**config.mk**
```make
export PLATFORM = sky130hd
export DESIGN_NAME = data_cache
export DESIGN_NICKNAME = d
export VERILOG_FILES = /design/src/rtl/data_cache.sv
export SDC_FILE = /design/constraint.sdc
export NUM_CORES = 1
export LEC_CHECK = 0
export CAP_MARGIN = 20
export CORE_ASPECT_RATIO = 2
export CORE_MARGIN = 2
export CORE_UTILIZATION = 58
export CTS_CLUSTER_DIAMETER = 200
export CTS_CLUSTER_SIZE = 25
export DETAILED_ROUTE_END_ITERATION = 8
export GPL_TIMING_DRIVEN = 0
export PLACE_DENSITY = 0.8
export SYNTH_ARGS = -nofsm -noshare
export SYNTH_HDL_FRONTEND = slang
export SYNTH_SLANG_ARGS = --single-unit
```
**constraint.sdc**
```tcl
create_clock -name CLK -period 5.1 [get_ports CLK]
set_clock_uncertainty 0.1 [all_clocks]
set_input_delay 1.275 -clock CLK [delete_from_list [all_inputs] [get_ports CLK]]
set_output_delay 1.275 -clock CLK [all_outputs]
set_load 0.005 [all_outputs]
```
**src/rtl/data_cache.sv**
```systemverilog
// data_cache: direct-mapped, write-back, write-allocate byte cache that sits
// between the CPU datapath and a 32-bit-word data memory.
//
// Geometry: 8 blocks x 4 bytes. Address = {tag[7:5], index[4:2], offset[1:0]}.
//
// Ports
//   CLK            clock; all state changes on the rising edge
//   RESET          synchronous, active-high
//   READ, WRITE    CPU load/store request (level, held while BUSYWAIT=1)
//   ADDRESS        CPU byte address
//   WRITEDATA      store byte
//   READDATA       load byte, combinational from the data array
//   BUSYWAIT       CPU stall, combinational
//   MEM_READ       block read strobe to memory
//   MEM_WRITE      block write strobe to memory
//   MEM_ADDRESS    block address {tag,index}
//   MEM_WRITEDATA  block being written back, byte0 in [7:0]
//   MEM_READDATA   block returned by memory, byte0 in [7:0]
//   MEM_BUSYWAIT   memory busy; low in the completion cycle
//
// state     | meaning
// IDLE      | serve hits; on a miss pick WRITEBACK (dirty victim) or FETCH
// WRITEBACK | write the dirty victim block to memory
// FETCH     | read the requested block from memory and install it

module data_cache (
    input  logic        CLK,
    input  logic        RESET,
    input  logic        READ,
    input  logic        WRITE,
    input  logic [7:0]  ADDRESS,
    input  logic [7:0]  WRITEDATA,
    output logic [7:0]  READDATA,
    output logic        BUSYWAIT,
    output logic        MEM_READ,
    output logic        MEM_WRITE,
    output logic [5:0]  MEM_ADDRESS,
    output logic [31:0] MEM_WRITEDATA,
    input  logic [31:0] MEM_READDATA,
    input  logic        MEM_BUSYWAIT
);

    typedef enum logic [1:0] {
        IDLE      = 2'd0,
        WRITEBACK = 2'd1,
        FETCH     = 2'd2
    } state_t;

    state_t      state_q, state_d;

    // Data and tag arrays are deliberately left unreset; valid gates them.
    logic [31:0] data_q [8];
    logic [2:0]  tag_q  [8];
    logic [7:0]  valid_q;
    logic [7:0]  dirty_q;

    logic [2:0]  req_tag;
    logic [2:0]  idx;
    logic [1:0]  off;
    logic        req;
    logic        hit;

    assign req_tag = ADDRESS[7:5];
    assign idx     = ADDRESS[4:2];
    assign off     = ADDRESS[1:0];
    assign req     = READ | WRITE;
    assign hit     = valid_q[idx] && (tag_q[idx] == req_tag);

    assign READDATA = data_q[idx][{off, 3'b000} +: 8];

    always_comb begin
        state_d       = state_q;
        BUSYWAIT      = 1'b0;
        MEM_READ      = 1'b0;
        MEM_WRITE     = 1'b0;
        MEM_ADDRESS   = {req_tag, idx};
        MEM_WRITEDATA = data_q[idx];
        case (state_q)
            IDLE: begin
                BUSYWAIT = req && !hit;
                if (req && !hit) begin
                    state_d = dirty_q[idx] ? WRITEBACK : FETCH;
                end
            end
            WRITEBACK: begin
                BUSYWAIT    = 1'b1;
                MEM_WRITE   = 1'b1;
                // Victim goes back to its own address, not the requested one.
                MEM_ADDRESS = {tag_q[idx], idx};
                if (!MEM_BUSYWAIT) begin
                    state_d = FETCH;
                end
            end
            FETCH: begin
                BUSYWAIT = 1'b1;
                MEM_READ = 1'b1;
                if (!MEM_BUSYWAIT) begin
                    state_d = IDLE;
                end
            end
            default: begin
                state_d = IDLE;
            end
        endcase
    end

    always_ff @(posedge CLK) begin
        if (RESET) begin
            state_q <= IDLE;
            valid_q <= '0;
            dirty_q <= '0;
        end else begin
            state_q <= state_d;
            if (state_q == FETCH && !MEM_BUSYWAIT) begin
                data_q[idx]  <= MEM_READDATA;
                tag_q[idx]   <= req_tag;
                valid_q[idx] <= 1'b1;
                dirty_q[idx] <= 1'b0;
            end else if (state_q == IDLE && WRITE && hit) begin
                // A store that missed completes here too, once the refill hits.
                data_q[idx][{off, 3'b000} +: 8] <= WRITEDATA;
                dirty_q[idx]                    <= 1'b1;
            end
        end
    end

endmodule

```
==> results of run 1 <==
[cell families after synthesis]
family	count (synthesis)	share of synthesized area
fa+ha+maj	9	0.008939
simple gates	180	0.06675
xor+xnor	3	0.002086
flops	298	0.6961
mux	103	0.1043
buf+inv	85	0.03010
compound gates	165	0.09178
[critical path, stage by stage]
cell	delay (ns)
buf_4	0.19
clkinv_2	0.23
nor2_2	0.39
buf_6	0.23
a21oi_1	0.09
o221ai_1	0.47
mux4_2	0.36
clkdlybuf4s50_1	0.49
[stage by stage]
stage               area, sq um  power [mW]
finish                    14950       4.558
detailed placement        13960       3.282
floorplan                 12600       3.004
CTS                       14820       4.510
global route              14950       4.641
global placement          13930       3.271
[sequential cells by signal (all words and copies together), names as in the netlist, named ones only]
register and count:
state_q 2, valid_q 8, data_q 256, tag_q 24
[power by group]
| group | internal, mW | switching (mW) |
|---|---|---|
| clock | 0.547 | 0.704 |
| combinational | 0.259 | 0.349 |
| sequential | 2.69 | 0.00849 |
[worst max path at each step]
| stage | startpoint | slack [ns] | endpoint |
|---|---|---|---|
| after floorplan | ADDRESS[2] | 0.53 | READDATA[0] |
| after CTS | ADDRESS[2] | 0.006 | READDATA[6] |
| after global routing | ADDRESS[2] | -0.04 | READDATA[6] |
| after global placement | ADDRESS[4] | -2.17 | READDATA[6] |
| after detailed placement | ADDRESS[4] | -2.14 | READDATA[7] |
| final | ADDRESS[3] | -0.02 | READDATA[1] |
[metal layers]
metal	up-vias	GRT usage	wire, um
li1	3538	-	-
met1	4137	0.3820	11830
met2	724	0.5496	18550
met3	228	0.07940	4509
met4	0	0.2816	3934
met5	-	0.006912	0
[final cells by class]
class,count,area [sq um],area share
flip-flops and latches,298,8768,0.5866
multi-input cells,460,3657,0.2447
repair buffers,118,1164,0.07784
plain buffers,45,450.4,0.03013
clock buffers,20,394.1,0.02637
well taps,273,341.6,0.02285
inverters,40,166.4,0.01113
clock inverters,1,3.754,0.0002511
diodes,1,2.502,0.0001674
[layout by cell type, fill, tap and decap left out, types with 7 or more instances in the layout]
cell type / Yosys / final
edfxtp_1: 280 / 280
clkdlybuf4s50_1: 0 / 97
mux2i_1: 66 / 66
nor2_1: 75 / 59
nand2_1: 58 / 57
a21oi_1: 53 / 53
inv_1: 36 / 35
a221oi_1: 39 / 29
mux4_2: 21 / 21
buf_4: 3 / 20
dfxtp_1: 18 / 18
mux2_2: 16 / 16
clkbuf_16: 0 / 16
clkbuf_1: 24 / 13
a22oi_1: 13 / 13
nor2_2: 1 / 12
nand3_1: 13 / 12
a221oi_2: 0 / 10
nand2b_1: 10 / 10
buf_6: 5 / 9
a22o_1: 9 / 9
ha_1: 9 / 9
o22ai_1: 9 / 8
clkbuf_8: 0 / 7
a221o_1: 7 / 7
o21ai_0: 16 / 7
[timing repair]
item	4_1_cts	5_1_grt
pin swaps	3	1
gates resized for setup	124	21
endpoints found under the setup margin	129	8
cloned	1	0
setup buffers	9	3
==> metrics.txt, run 1 <==
status complete, but fails checks; failing checks negative setup slack; Final Non-Filler Cells between 1000 and 1500; RSZ-0062 raised after global routing true; number of synthesized flops with an enable pin 280; Tot GR Track Use 0.3423; Synth top area share 0.6675; TNS Setup -0.02240 ns; post-route minimum period between 5 and 6 ns; setup ws final -0.01745 ns; Startpoint Class input pin; top cells by instance count after synthesis edfxtp_1 (280), nor2_1 (75), mux2i_1 (66); Worst setup EP type output pin; Place WS -2.141 ns; syn avg cell area 14.94 sq um; Worst-path clk slew 0.10 ns; Final period util 1.003; final wirelength 38830 um; worst reg2reg endpoint data_q[5][14]; WL/cell around 31 um; Root Buffer clkbuf_16; Die X ~110 um; CTS sink cnt approximately 300; Power Dens Cells around 300 nW/um^2; remaining antenna violation count 0; vias in the first global route roughly 8400; Core Rows 76; core area roughly 21000 sq um; Num CTS Buffers 15; net count after synthesis between 900 and 1000; clk_lat worst skew a little under 0.5 ns; #FFs+latches synth slightly below 300; hold_ws roughly 0.38 ns; Fillers between 1000 and 1500; critical path type input pin to output pin; Core Util, Final 0.6987; setup violators final 3; H-tree depth 1; Worst Path Required approximately 3.7 ns; detailed placer's ending HPWL about 27000 um; slew margin rel. 0.1108; top cells by area, synth edfxtp_1 (67%), mux2i_1 (5.2%), mux4_2 (3.8%), dfxtp_1 (2.9%), a221oi_1 (2.7%); cell taking the most area after synthesis edfxtp_1; ys flop type edfxtp_1; number of nets in the layout between 1000 and 1500; synthesized area between 10000 and 15000 sq um; Die ar. about 23000 sq um; # IOs slightly above 100; layout cell share with drive strength beyond 1 0.1640; max_cap viols 0; area grow syn2layout 18.66%; top-count cell post-synth edfxtp_1; static leakage 5.174 nW; clk buf depth 3; Placed Cells incl. Taps approximately 1200; 1st-iter DRT viols between 1000 and 1500; TritonCTS clock tree done; CTS Hold Buffers Added 0; Die H 212.4 um; initial antenna violation count 1; depth of the worst hold-timing path 2; max-slew violation count 0; synthesized instance count roughly 840; reg2reg start state_q[0]; Critical Path AT between 3 and 4 ns; largest net degree at the start of global routing 27; peak supply drop approximately 410 uV; Pre-antenna DRT Iters 6; initial cell density of the core 0.5888; Fin. Hold Viols 0; sequential share of the synthesized area 0.6961; r2r setup slk between 1 and 1.5 ns; Worst-Margin Slew between 1 and 1.5 ns; Netlist cell types 49; FF-to-FF path depth 8; first-pass GRT wire length 54430 um; vias per cell slightly below 7; Post-synth ARST share 0; Fmax around 200 MHz; GRT Residual Overflow 0; Port-buffer cells 99; Placer Congestion 0.9880; Ys Warns 0; via count 8627; HP Class flip-flop to flip-flop; drc violations 0; Critical Path Fanout Max 10
Power figures use the tool's default switching activity.
==> inputs of run 2 (changes only) <==
- CORE_UTILIZATION: 58 -> 34
- PLACE_DENSITY: 0.8 -> unset
==> metrics.txt, run 2 (synthesis results as in run 1) <==
Startpoint Class input pin; first-pass GRT wire length 59240 um (+8.8%); layout cell share with drive strength beyond 1 0.1907 (+0.02671); area grow syn2layout 22.76%; FF-to-FF path depth 8 (unchanged); via count 8270 (-4.1%); critical path type input pin to output pin; Core Rows 99 (+30%); clk_lat worst skew 0.52 ns (+0.03 ns); GRT Residual Overflow 0 (unchanged); max_cap viols 0 (unchanged); H-tree depth 1 (unchanged); TNS Setup -0.05495 ns (-0.03255 ns); drc violations 18 (+18); remaining antenna violation count 0 (unchanged); Placed Cells incl. Taps 1406 (+15%); failing checks design-rule violations, negative setup slack; most common cell after layout, fill and taps aside edfxtp_1; Worst setup EP type output pin; setup violators final 1 (-2); r2r setup slk 1.39 ns (+0.05 ns); slew margin rel. 0.2282 (+0.1174); CTS sink cnt 298 (unchanged); Biggest register data_q; largest registers data_q: 256 flops, tag_q: 24 flops, valid_q: 8 flops; Fmax 194.0 MHz (-0.73%); status complete, but fails checks; # IOs 102 (unchanged); Worst-path clk slew 0.11 ns (about the same); Root Buffer clkbuf_16; Power Dens Cells 300.6 nW/um^2 (-1.4%); HP Class flip-flop to flip-flop; static leakage 5.353 nW (+3.5%); Num CTS Buffers 15 (unchanged); clk buf depth 3 (unchanged); Pre-antenna DRT Iters 9 (+3); Fin. Hold Viols 0 (unchanged); Critical Path Fanout Max 10 (unchanged); vias in the first global route 8354 (-0.88%); Critical Path AT 3.78 ns (+0.04 ns); Core Util, Final 0.4232 (-0.2755); max reg flops 256 (unchanged); RSZ-0062 raised after global routing true; Worst Path Required 3.72 ns (about the same); number of nets in the layout 1061 (+2.0%); Port-buffer cells 99 (unchanged); peak supply drop 229.5 uV (-44%); Tot GR Track Use 0.2162 (-0.1260); hold wc startpoint valid_q[2]; Worst-Margin Slew 1.158 ns (-0.1732 ns); 1st-iter DRT viols 906 (-25%); core area 36540 sq um (+71%); post-route minimum period 5.155 ns (+0.03751 ns); worst reg2reg endpoint data_q[6][4]; CTS Hold Buffers Added 0 (unchanged); Final period util 1.011 (+0.007354); detailed placer's ending HPWL 31090 um (+15%); largest net degree at the start of global routing 27 (unchanged); Placer Congestion 0.9553 (-3.3%); TritonCTS clock tree done; worst setup path endpoint READDATA[7]; final wirelength 42270 um (+8.9%); Die ar. 38700 sq um (+68%); vias per cell 5.657 (-18%); Die X 140.1 um (+29%); initial cell density of the core 0.3447 (-0.2440); setup ws final -0.05495 ns (-0.03751 ns); Final Non-Filler Cells 1462 (+16%); most frequent cells in the layout edfxtp_1 (280), clkdlybuf4s50_1 (94), mux2i_1 (66), nor2_1 (59), nand2_1 (57); Die H 276.2 um (+30%); initial antenna violation count 0 (-1); WL/cell 28.91 um (-6.5%); reg2reg start state_q[0]; Crit. Startpoint ADDRESS[4]; max-slew violation count 0 (unchanged)
run 2: cell count changes in the layout (fill, tap and decap cells not counted), sizes merged:
cell,delta
dlymetal6s2s,+3
clkinv,-2
clkbuf,+5
clkinvlp,+1
clkdlybuf4s50,-3
buf,+21
run 2: what timing repair did:
item,in CTS,in global routing
gates cloned,1,0
pin swaps,5,2
endpoints found under the setup margin,181,8
setup buffers,13,9
resized for setup,144,24
run 2: per-stage QoR:
| step | power, mW | setup slack (ns) | hold WS [ns] | area (sq um) |
|---|---|---|---|---|
| after floorplan | 3.004 | 0.5259 | 0.3348 | 12600 |
| after global placement | 3.299 | -2.396 | 0.3463 | 14160 |
| after detailed placement | 3.306 | -2.375 | 0.3539 | 14230 |
| after CTS | 4.633 | 0.0001548 | 0.3789 | 15240 |
| after global routing | 4.758 | -0.03911 | 0.4057 | 15460 |
| final | 4.648 | -0.05495 | 0.3817 | 15460 |
run 2: routing by layer:
layer  part of all wire  global-route usage  wire (um)  up-vias
met3              0.068             0.02962       2890      151
met1               0.33              0.2308      14090     4079
met2               0.51              0.3912      21520      466
met4              0.089              0.1471       3762        0
met5                  0                   0          0        -
li1                   -                   -          -     3574
run 2: how the worst min path moves through the flow:
stage | depth (start not counted) | end | slack [ns]
6_report | 2 | valid_q[2] | 0.38
5_1_grt | 2 | flip-flop | 0.41
4_1_cts | 2 | valid_q[1] | 0.38
3_5_place_dp | 2 | valid_q[1] | 0.35
3_3_place_gp | 2 | valid_q[3] | 0.35
2_1_floorplan | 2 | valid_q[1] | 0.33
run 2: cell type report:
| class | instances | area (sq um) |
|---|---|---|
| Fill cell | 3268 | 21080 |
| Sequential cell | 298 | 8768 |
| Multi-Input combinational cell | 460 | 3714 |
| Timing Repair Buffer | 139 | 1330 |
| Tap cell | 454 | 568.0 |
| Buffer | 45 | 489.2 |
| Clock buffer | 25 | 422.9 |
| Inverter | 40 | 168.9 |
| Antenna cell | 1 | 2.502 |
run 2: report_power, final:
part,total [mW],leakage (nW),switching [mW],internal [mW]
combinational,0.634,2.49,0.363,0.272
sequential,2.70,2.66,0.00758,2.69
clock,1.32,0.203,0.741,0.575
total,4.65,5.35,1.11,3.54
run 2: worst max-delay path: stages:
cell and delay [ns]:
buf_4 0.15, buf_12 0.17, clkinv_8 0.13, nor2_4 0.27
buf_2 0.37, a221oi_1 0.16, o21ai_2 0.35, mux4_2 0.36
clkdlybuf4s50_1 0.51
